## src/rtl/qlk0r_muldiv_seq_if.sv

```systemverilog
// Handshake/bus bundle between the CPU SFR block (master) and the
// iterative multiply/divide unit (slave).
// Optional macro: MULDIV_MAC_EN adds the accumulate request and overflow flag.
interface qlk0r_muldiv_seq_if #(parameter int WIDTH = 16);
  logic             start_i;
  logic             mdsm_i;
  logic             mddiv_i;
  logic [WIDTH-1:0] opa_i;
  logic [WIDTH-1:0] opb_i;
  logic [WIDTH-1:0] reslo_o;
  logic [WIDTH-1:0] reshi_o;
  logic             busy_o;
  logic             done_o;
  logic             dzero_o;
`ifdef MULDIV_MAC_EN
  logic             mdacc_i;
  logic             accov_o;

  modport master (output start_i, mdsm_i, mddiv_i, opa_i, opb_i, mdacc_i,
                  input  reslo_o, reshi_o, busy_o, done_o, dzero_o, accov_o);
  modport slave  (input  start_i, mdsm_i, mddiv_i, opa_i, opb_i, mdacc_i,
                  output reslo_o, reshi_o, busy_o, done_o, dzero_o, accov_o);
`else
  modport master (output start_i, mdsm_i, mddiv_i, opa_i, opb_i,
                  input  reslo_o, reshi_o, busy_o, done_o, dzero_o);
  modport slave  (input  start_i, mdsm_i, mddiv_i, opa_i, opb_i,
                  output reslo_o, reshi_o, busy_o, done_o, dzero_o);
`endif
endinterface

```

## src/rtl/qlk0r_muldiv_seq.sv

```systemverilog
// Iterative radix-2 multiply/divide unit with START/BUSY/DONE handshake.
// Multiply: shift-add over WIDTH cycles; divide: restoring, WIDTH cycles.
// Signed operands are reduced to magnitudes at accept; the sign is fixed up
// in a single FIX cycle that also writes the result registers.
// Optional macro: MULDIV_MAC_EN enables multiply-accumulate (mdacc_i/accov_o).
module qlk0r_muldiv_seq #(
  parameter int WIDTH = 16
) (
  input  logic              clk_i,
  input  logic              rst_i,
  qlk0r_muldiv_seq_if.slave bus
);
  localparam int CW = ($clog2(WIDTH + 1) > 5) ? $clog2(WIDTH + 1) : 5;
  localparam int W2 = 2 * WIDTH;

  typedef enum logic [1:0] {
    S_IDLE = 2'd0,
    S_CALC = 2'd1,
    S_FIX  = 2'd2,
    S_DONE = 2'd3
  } state_t;

  state_t           state_q;
  logic [CW-1:0]    cnt_q;
  logic [WIDTH-1:0] hi_q;      // mul: partial product high; div: remainder
  logic [WIDTH-1:0] lo_q;      // mul: multiplier/product low; div: quotient
  logic [WIDTH-1:0] magb_q;    // |OPB|: addend for mul, divisor for div
  logic [WIDTH-1:0] opa_q;     // raw dividend, returned as remainder on /0
  logic [WIDTH-1:0] reslo_q;
  logic [WIDTH-1:0] reshi_q;
  logic             div_q;
  logic             nega_q;
  logic             negb_q;
  logic             busy_q;
  logic             done_q;
  logic             dzero_q;
`ifdef MULDIV_MAC_EN
  logic             mac_q;
  logic             sgn_q;
  logic             accov_q;
  logic [W2:0]      acc_s;
  logic             ov_s;
`endif

  logic             accept_s;
  logic [WIDTH-1:0] maga_s;
  logic [WIDTH-1:0] magb_s;
  logic [WIDTH:0]   sum_s;
  logic [WIDTH:0]   shl_s;
  logic [WIDTH-1:0] diff_s;
  logic [WIDTH-1:0] hi_step_s;
  logic [WIDTH-1:0] lo_step_s;
  logic [WIDTH-1:0] quo_s;
  logic [WIDTH-1:0] rem_s;
  logic [W2-1:0]    raw_s;
  logic [W2-1:0]    res_s;

  assign accept_s = bus.start_i && ((state_q == S_IDLE) || (state_q == S_DONE));

  // Operand magnitudes presented during the accept cycle
  always_comb begin
    maga_s = bus.opa_i;
    magb_s = bus.opb_i;
    if (bus.mdsm_i && bus.opa_i[WIDTH-1]) begin
      maga_s = -bus.opa_i;
    end else begin
      maga_s = bus.opa_i;
    end
    if (bus.mdsm_i && bus.opb_i[WIDTH-1]) begin
      magb_s = -bus.opb_i;
    end else begin
      magb_s = bus.opb_i;
    end
  end

  // One iteration step: shift-add for multiply, restoring subtract for divide
  always_comb begin
    sum_s     = {1'b0, hi_q} + {1'b0, magb_q};
    shl_s     = {hi_q, lo_q[WIDTH-1]};
    diff_s    = shl_s[WIDTH-1:0] - magb_q;
    hi_step_s = hi_q;
    lo_step_s = lo_q;
    if (div_q) begin
      if (shl_s >= {1'b0, magb_q}) begin
        hi_step_s = diff_s;
        lo_step_s = {lo_q[WIDTH-2:0], 1'b1};
      end else begin
        hi_step_s = shl_s[WIDTH-1:0];
        lo_step_s = {lo_q[WIDTH-2:0], 1'b0};
      end
    end else if (lo_q[0]) begin
      hi_step_s = sum_s[WIDTH:1];
      lo_step_s = {sum_s[0], lo_q[WIDTH-1:1]};
    end else begin
      hi_step_s = {1'b0, hi_q[WIDTH-1:1]};
      lo_step_s = {hi_q[0], lo_q[WIDTH-1:1]};
    end
  end

  // Sign correction and divide-by-zero substitution of the final result
  always_comb begin
    raw_s = {hi_q, lo_q};
    quo_s = (nega_q ^ negb_q) ? -lo_q : lo_q;
    rem_s = nega_q ? -hi_q : hi_q;
    if (!div_q) begin
      res_s = (nega_q ^ negb_q) ? -raw_s : raw_s;
    end else if (magb_q == {WIDTH{1'b0}}) begin
      res_s = {opa_q, {WIDTH{1'b1}}};
    end else begin
      res_s = {rem_s, quo_s};
    end
  end

`ifdef MULDIV_MAC_EN
  // Accumulated sum and its overflow (carry-out unsigned, sign flip signed)
  always_comb begin
    acc_s = {1'b0, reshi_q, reslo_q} + {1'b0, res_s};
    if (sgn_q) begin
      ov_s = (reshi_q[WIDTH-1] == res_s[W2-1]) && (acc_s[W2-1] != reshi_q[WIDTH-1]);
    end else begin
      ov_s = acc_s[W2];
    end
  end
`endif

  // Control FSM with datapath and registered outputs
  always_ff @(posedge clk_i) begin
    if (rst_i) begin
      state_q <= S_IDLE;
      cnt_q   <= {CW{1'b0}};
      hi_q    <= {WIDTH{1'b0}};
      lo_q    <= {WIDTH{1'b0}};
      magb_q  <= {WIDTH{1'b0}};
      opa_q   <= {WIDTH{1'b0}};
      reslo_q <= {WIDTH{1'b0}};
      reshi_q <= {WIDTH{1'b0}};
      div_q   <= 1'b0;
      nega_q  <= 1'b0;
      negb_q  <= 1'b0;
      busy_q  <= 1'b0;
      done_q  <= 1'b0;
      dzero_q <= 1'b0;
`ifdef MULDIV_MAC_EN
      mac_q   <= 1'b0;
      sgn_q   <= 1'b0;
      accov_q <= 1'b0;
`endif
    end else begin
      case (state_q)
        S_IDLE, S_DONE: begin
          done_q <= 1'b0;
          if (accept_s) begin
            state_q <= S_CALC;
            busy_q  <= 1'b1;
            cnt_q   <= {CW{1'b0}};
            div_q   <= bus.mddiv_i;
            nega_q  <= bus.mdsm_i && bus.opa_i[WIDTH-1];
            negb_q  <= bus.mdsm_i && bus.opb_i[WIDTH-1];
            hi_q    <= {WIDTH{1'b0}};
            lo_q    <= maga_s;
            magb_q  <= magb_s;
            opa_q   <= bus.opa_i;
            dzero_q <= 1'b0;
`ifdef MULDIV_MAC_EN
            mac_q   <= bus.mdacc_i && !bus.mddiv_i;
            sgn_q   <= bus.mdsm_i;
            accov_q <= 1'b0;
`endif
          end else begin
            state_q <= S_IDLE;
          end
        end
        S_CALC: begin
          hi_q  <= hi_step_s;
          lo_q  <= lo_step_s;
          cnt_q <= cnt_q + {{(CW-1){1'b0}}, 1'b1};
          if (cnt_q == CW'(WIDTH - 1)) begin
            state_q <= S_FIX;
          end else begin
            state_q <= S_CALC;
          end
        end
        S_FIX: begin
          state_q <= S_DONE;
          busy_q  <= 1'b0;
          done_q  <= 1'b1;
          dzero_q <= div_q && (magb_q == {WIDTH{1'b0}});
`ifdef MULDIV_MAC_EN
          if (mac_q) begin
            reshi_q <= acc_s[W2-1:WIDTH];
            reslo_q <= acc_s[WIDTH-1:0];
            accov_q <= ov_s;
          end else begin
            reshi_q <= res_s[W2-1:WIDTH];
            reslo_q <= res_s[WIDTH-1:0];
            accov_q <= 1'b0;
          end
`else
          reshi_q <= res_s[W2-1:WIDTH];
          reslo_q <= res_s[WIDTH-1:0];
`endif
        end
        default: begin
          state_q <= S_IDLE;
          busy_q  <= 1'b0;
          done_q  <= 1'b0;
        end
      endcase
    end
  end

  assign bus.reslo_o = reslo_q;
  assign bus.reshi_o = reshi_q;
  assign bus.busy_o  = busy_q;
  assign bus.done_o  = done_q;
  assign bus.dzero_o = dzero_q;
`ifdef MULDIV_MAC_EN
  assign bus.accov_o = accov_q;
`endif

endmodule

```

## src/flat_wrapper.sv

```systemverilog
// flat-port wrapper written by rule: the top's interface ports become plain ports
module qlk0r_muldiv_seq_flat 
#(
  parameter int WIDTH = 16
)
  (clk_i, rst_i, bus_start_i, bus_mdsm_i, bus_mddiv_i, bus_opa_i, bus_opb_i, bus_reslo_o, bus_reshi_o, bus_busy_o, bus_done_o, bus_dzero_o);
  qlk0r_muldiv_seq_if #(.WIDTH(WIDTH)) bus_i ();
  input  logic clk_i;
  input  logic rst_i;
  input wire logic [$bits(bus_i.start_i)-1:0] bus_start_i;
  input wire logic [$bits(bus_i.mdsm_i)-1:0] bus_mdsm_i;
  input wire logic [$bits(bus_i.mddiv_i)-1:0] bus_mddiv_i;
  input wire logic [$bits(bus_i.opa_i)-1:0] bus_opa_i;
  input wire logic [$bits(bus_i.opb_i)-1:0] bus_opb_i;
  output wire logic [$bits(bus_i.reslo_o)-1:0] bus_reslo_o;
  output wire logic [$bits(bus_i.reshi_o)-1:0] bus_reshi_o;
  output wire logic [$bits(bus_i.busy_o)-1:0] bus_busy_o;
  output wire logic [$bits(bus_i.done_o)-1:0] bus_done_o;
  output wire logic [$bits(bus_i.dzero_o)-1:0] bus_dzero_o;
  assign bus_i.start_i = bus_start_i;
  assign bus_i.mdsm_i = bus_mdsm_i;
  assign bus_i.mddiv_i = bus_mddiv_i;
  assign bus_i.opa_i = bus_opa_i;
  assign bus_i.opb_i = bus_opb_i;
  assign bus_reslo_o = bus_i.reslo_o;
  assign bus_reshi_o = bus_i.reshi_o;
  assign bus_busy_o = bus_i.busy_o;
  assign bus_done_o = bus_i.done_o;
  assign bus_dzero_o = bus_i.dzero_o;
  qlk0r_muldiv_seq #(.WIDTH(WIDTH)) u_core (.clk_i(clk_i), .rst_i(rst_i), .bus(bus_i));
endmodule
```

## config.mk

```make
export PLATFORM = sky130hd
export DESIGN_NAME = qlk0r_muldiv_seq_flat
export DESIGN_NICKNAME = d
export VERILOG_FILES = /design/src/rtl/qlk0r_muldiv_seq_if.sv /design/src/rtl/qlk0r_muldiv_seq.sv /design/src/flat_wrapper.sv
export SDC_FILE = /design/constraint.sdc
export NUM_CORES = 1
export LEC_CHECK = 0
export ABC_AREA = 1
export BUFFER_PORTS_ARGS = -buffer_cell sky130_fd_sc_hd__buf_2
export CAP_MARGIN = 5
export CORE_ASPECT_RATIO = 0.9
export CORE_MARGIN = 2
export CORE_UTILIZATION = 50
export DETAILED_ROUTE_END_ITERATION = 7
export PLACE_DENSITY = 0.69
export SETUP_SLACK_MARGIN = 0.5
export SLEW_MARGIN = 15
export SYNTH_ARGS = -nofsm -noshare
export SYNTH_HDL_FRONTEND = slang
export SYNTH_SLANG_ARGS = --single-unit
```

## constraint.sdc

```tcl
create_clock -name clk_i -period 2.2 [get_ports clk_i]
set_input_delay 0.44 -clock clk_i [delete_from_list [all_inputs] [get_ports clk_i]]
set_output_delay 0.44 -clock clk_i [all_outputs]
set_load 0.05 [all_outputs]
```

==> results.md <==
* P&R area growth vs syn at 35.93%
* VDD IR-drop max at 0.0004588 V
* DR WL met2 at 13400 um
* Yosys top cell area share at 25.14%
* Core ar. at 16950 um^2
* Clock Latency Late Sink at 0.36 ns
* Vias in the first global route at 8970
* Register-to-Register Path Depth at 13
* Mean post-synth cell area at 6.142 um^2
* R2R Path Start: u_core.magb_q[14]
* Final slew viol count at 0
* N_diodes at 0
* Sink of the worst hold path: u_core.opa_q[8]
* PortBufs at 71
* Yosys top cell by area: dfxtp_1
* Hold slack at 0.3527 ns
* Syn nets at 1493
* Switch Pwr at 0.002366 W
* Met3 WL at 3596 um
* HP Class: in2reg
* Final Cell Area at 11800 um^2
* Total Routing Usage GR at 34.37%
* Register share of total power at 35.2%
* WL per Instance at 17.96 um
* Max Cap Viol at 0
* Fin Setup TNS at 0 ns
* Dpl ws at -0.005108 ns
* Reg2Reg Capture Point: u_core.hi_q[10]
* Leakage at 5.425 nW
* Most common cell in the synthesized netlist: nand2_1
* Fmax at 485.0 MHz
* Synthesis warning total at 0
* Post-route met1 wirelength at 14910 um
* Commonest cells in the netlist: nand2_1, inv_1, a21oi_1
* Initial antenna violation count at 0
* Status: complete, no violations
* Congestion Overflow GR at 0
* Cell variety after synth at 43
* CP peak stage delay at 0.39 ns
* # fillers at 1474
* Cts bufs inserted at 9
* Cell Area, Synth at 8678 um^2
* Worst min-delay path startpoint: bus_opa_i[8]
* Layout Skew at 0.01878 ns
* DIE AREA at 18430 um^2
* Placement Cell Area at 9769 um^2
* Top post-synthesis cells by area: dfxtp_1, nand2_1, a21oi_1
* Crit path max-delay family: simple AND/OR/NAND/NOR gates
* Fin. Hold Viols at 0
* Slew @ Worst Pin at 0.4629 ns
* Chip Height at 129.0 um
* Area of the multi-input gates at 6653 um^2
* # setup viols final at 0
* CP Data Arrival Time at 2.35 ns
* DIE WIDTH at 142.9 um
* H-tree depth at 3
* Vias/cell at 5.674
* Worst Hold Depth at 3
* Pwr/cell area at 531.7 nW/um^2
* Post-synth EDFFs at 0
* Total stage count of the critical path at 13
* DP Wirelength at 23500 um
* RSZ-0062 raised after global routing: true
* Clock Sinks at 109
* CTS tree: built
* DR top layer: met4
* Register area at 2288 um^2
* Setup Crit Path Kind: reg2reg
* Critical path fanouts, max at 7
* Initial Util at 51.21%
* GPL Wtd Cong at 0.9807
* Headroom to the max-slew limit at 68.90%
* Antenna-violating nets left at 0
* First-pass GRT wire length at 49100 um
* Ports at 72
* Bufs on Longest Clock Path at 2
* DRC Markers at 0
* Gate power share at 36.2%
* Num rows at 45
* Post-synth top flop: dfxtp_1
* Switching fraction of total power at 37.72%
* Yosys reg bits at 109
* Worst Path Required at 2.49 ns
* CTS Hold Bufs at 0
* Vias at 10.24k
* Drt first pass iters at 6
* Element type at the critical path end: flip-flop
* R2r setup slk at 0.14 ns
* Clock-pin slew on the worst setup and hold paths at 0.08 ns
* CP Cell Sequence: inv_6 > ha_4 > nand2_1 > nor3_2 > and2_4 > nand2_4 > nand2_8 > buf_6 > buf_6 > nand3_2 > nand3_2 > nand3_1 > a21oi_1
* Slowest-stage cell, CP: dfxtp_4
* Fin crit period at 2.062 ns
* Layout Nets at 1645
* Clock Tree Root: clkbuf_16
* Post-synthesis async set-or-reset flop share at 0%
* Crit path launch type: flip-flop
* Fraction of layout cells with a size suffix above 1 at 32.55%
* Iter 0 DRT Violations at 1091
* Cells after synthesis at 1413
* Pint at 0.003906 W
* WL final at 32420 um
* Tcrit/Tclk final at 93.72%
* Setup ws final at 0.1381 ns
* Sequential element share of the synthesized area at 25.14%
* Largest net degree at the start of global routing at 61
* Buf/Inv on CP at 3
* Clock power share at 28.6%
## sequential cells by signal (all words and copies together), names as in the netlist
| signal | count |
|---|---|
| u_core.bus.reslo_o | 16 |
| u_core.opa_q | 16 |
| u_core.bus.busy_o | 1 |
| u_core.bus.dzero_o | 1 |
| u_core.nega_q | 1 |
| u_core.magb_q | 16 |
| u_core.hi_q | 16 |
| u_core.state_q | 2 |
| u_core.negb_q | 1 |
| u_core.cnt_q | 5 |
| u_core.div_q | 1 |
| u_core.bus.reshi_o | 16 |
| u_core.bus.done_o | 1 |
| u_core.lo_q | 16 |
## kinds of logic after synthesis
logic type / count (synthesis) / share of synthesized area [%]
compound gates: 344 / 21.09
simple gates: 629 / 31.95
xor+xnor: 45 / 4.542
fa+ha+maj: 43 / 6.373
flops: 109 / 25.14
buf+inv: 243 / 10.90
## stage by stage
| stage | std cells | power (W) | utilization (%) |
|---|---|---|---|
| after global routing | 1805 | 0.006543 | 69.60 |
| after global placement | 1713 | 0.003913 | 57.64 |
| final | 1805 | 0.006272 | 69.60 |
| after floorplan | 1413 | 0.003381 | - |
| after CTS | 1775 | 0.005933 | 64.70 |
| after detailed placement | 1713 | 0.003921 | 57.64 |
## area by class of cell
type | instances | share of cell area (%)
clock buffer | 11 | 2.058
clock inverter | 5 | 0.6576
inverter | 182 | 6.173
multi-input combinational | 1062 | 56.40
sequential | 109 | 19.40
tap | 235 | 2.493
timing repair buffer | 201 | 12.82
## worst register-to-register path, stage by stage (launching register included)
cell and delay, ns:
dfxtp_4 0.39, inv_6 0.05, ha_4 0.29, nand2_1 0.08, nor3_2 0.24, and2_4 0.19, nand2_4 0.06, nand2_8 0.12
buf_6 0.14, buf_6 0.10, nand3_2 0.06, nand3_2 0.07, nand3_1 0.06, a21oi_1 0.14
## worst max-delay path by stage
stage	start	endpoint	slack [ns]
after global placement	u_core.magb_q[1]	u_core.hi_q[4]	-0.02
after CTS	u_core.magb_q[10]	u_core.hi_q[8]	0.21
after global routing	u_core.magb_q[5]	u_core.hi_q[10]	0.08
after detailed placement	u_core.magb_q[1]	u_core.hi_q[4]	-0.005
after floorplan	u_core.lo_q[15]	u_core.hi_q[8]	0.39
final	u_core.magb_q[14]	u_core.hi_q[10]	0.14
## layer usage
metal	global-route usage, %	vias up
li1	-	4958
met1	51.74	4714
met2	48.81	514
met3	9.751	55
met4	6.581	0
met5	0	-
## layout by cell type, fill, tap and decap left out, types with 23 or more instances in the layout
master / synthesis / final
nor2_1: 101 / 81
a21oi_1: 166 / 130
inv_2: 7 / 24
buf_2: 12 / 71
buf_6: 1 / 23
nand2_1: 336 / 286
a21oi_2: 6 / 39
buf_4: 0 / 99
ha_4: 0 / 26
inv_1: 173 / 142
o21ai_0: 126 / 104
xor2_1: 37 / 35
dfxtp_1: 109 / 72
nand3_1: 110 / 87
nand2_2: 7 / 40
dfxtp_4: 0 / 24
nand3_2: 5 / 24
## what timing repair did
item | CTS | global route
gates cloned | 1 | 1
setup endpoints to repair | 78 | 87
pin swaps | 56 | 81
gates resized for setup | 165 | 176
buffers inserted | 45 | 29
## power by group through the flow
stage / logic [W] / registers, W / clock network, W
4_1_cts: 0.00194 / 0.00219 / 0.00181
2_1_floorplan: 0.00119 / 0.00219 / 0
3_5_place_dp: 0.00169 / 0.00223 / 0
5_1_grt: 0.00246 / 0.00222 / 0.00187
3_3_place_gp: 0.00168 / 0.00223 / 0
6_report: 0.00227 / 0.00221 / 0.00179
(Power assumes the default switching activity.)
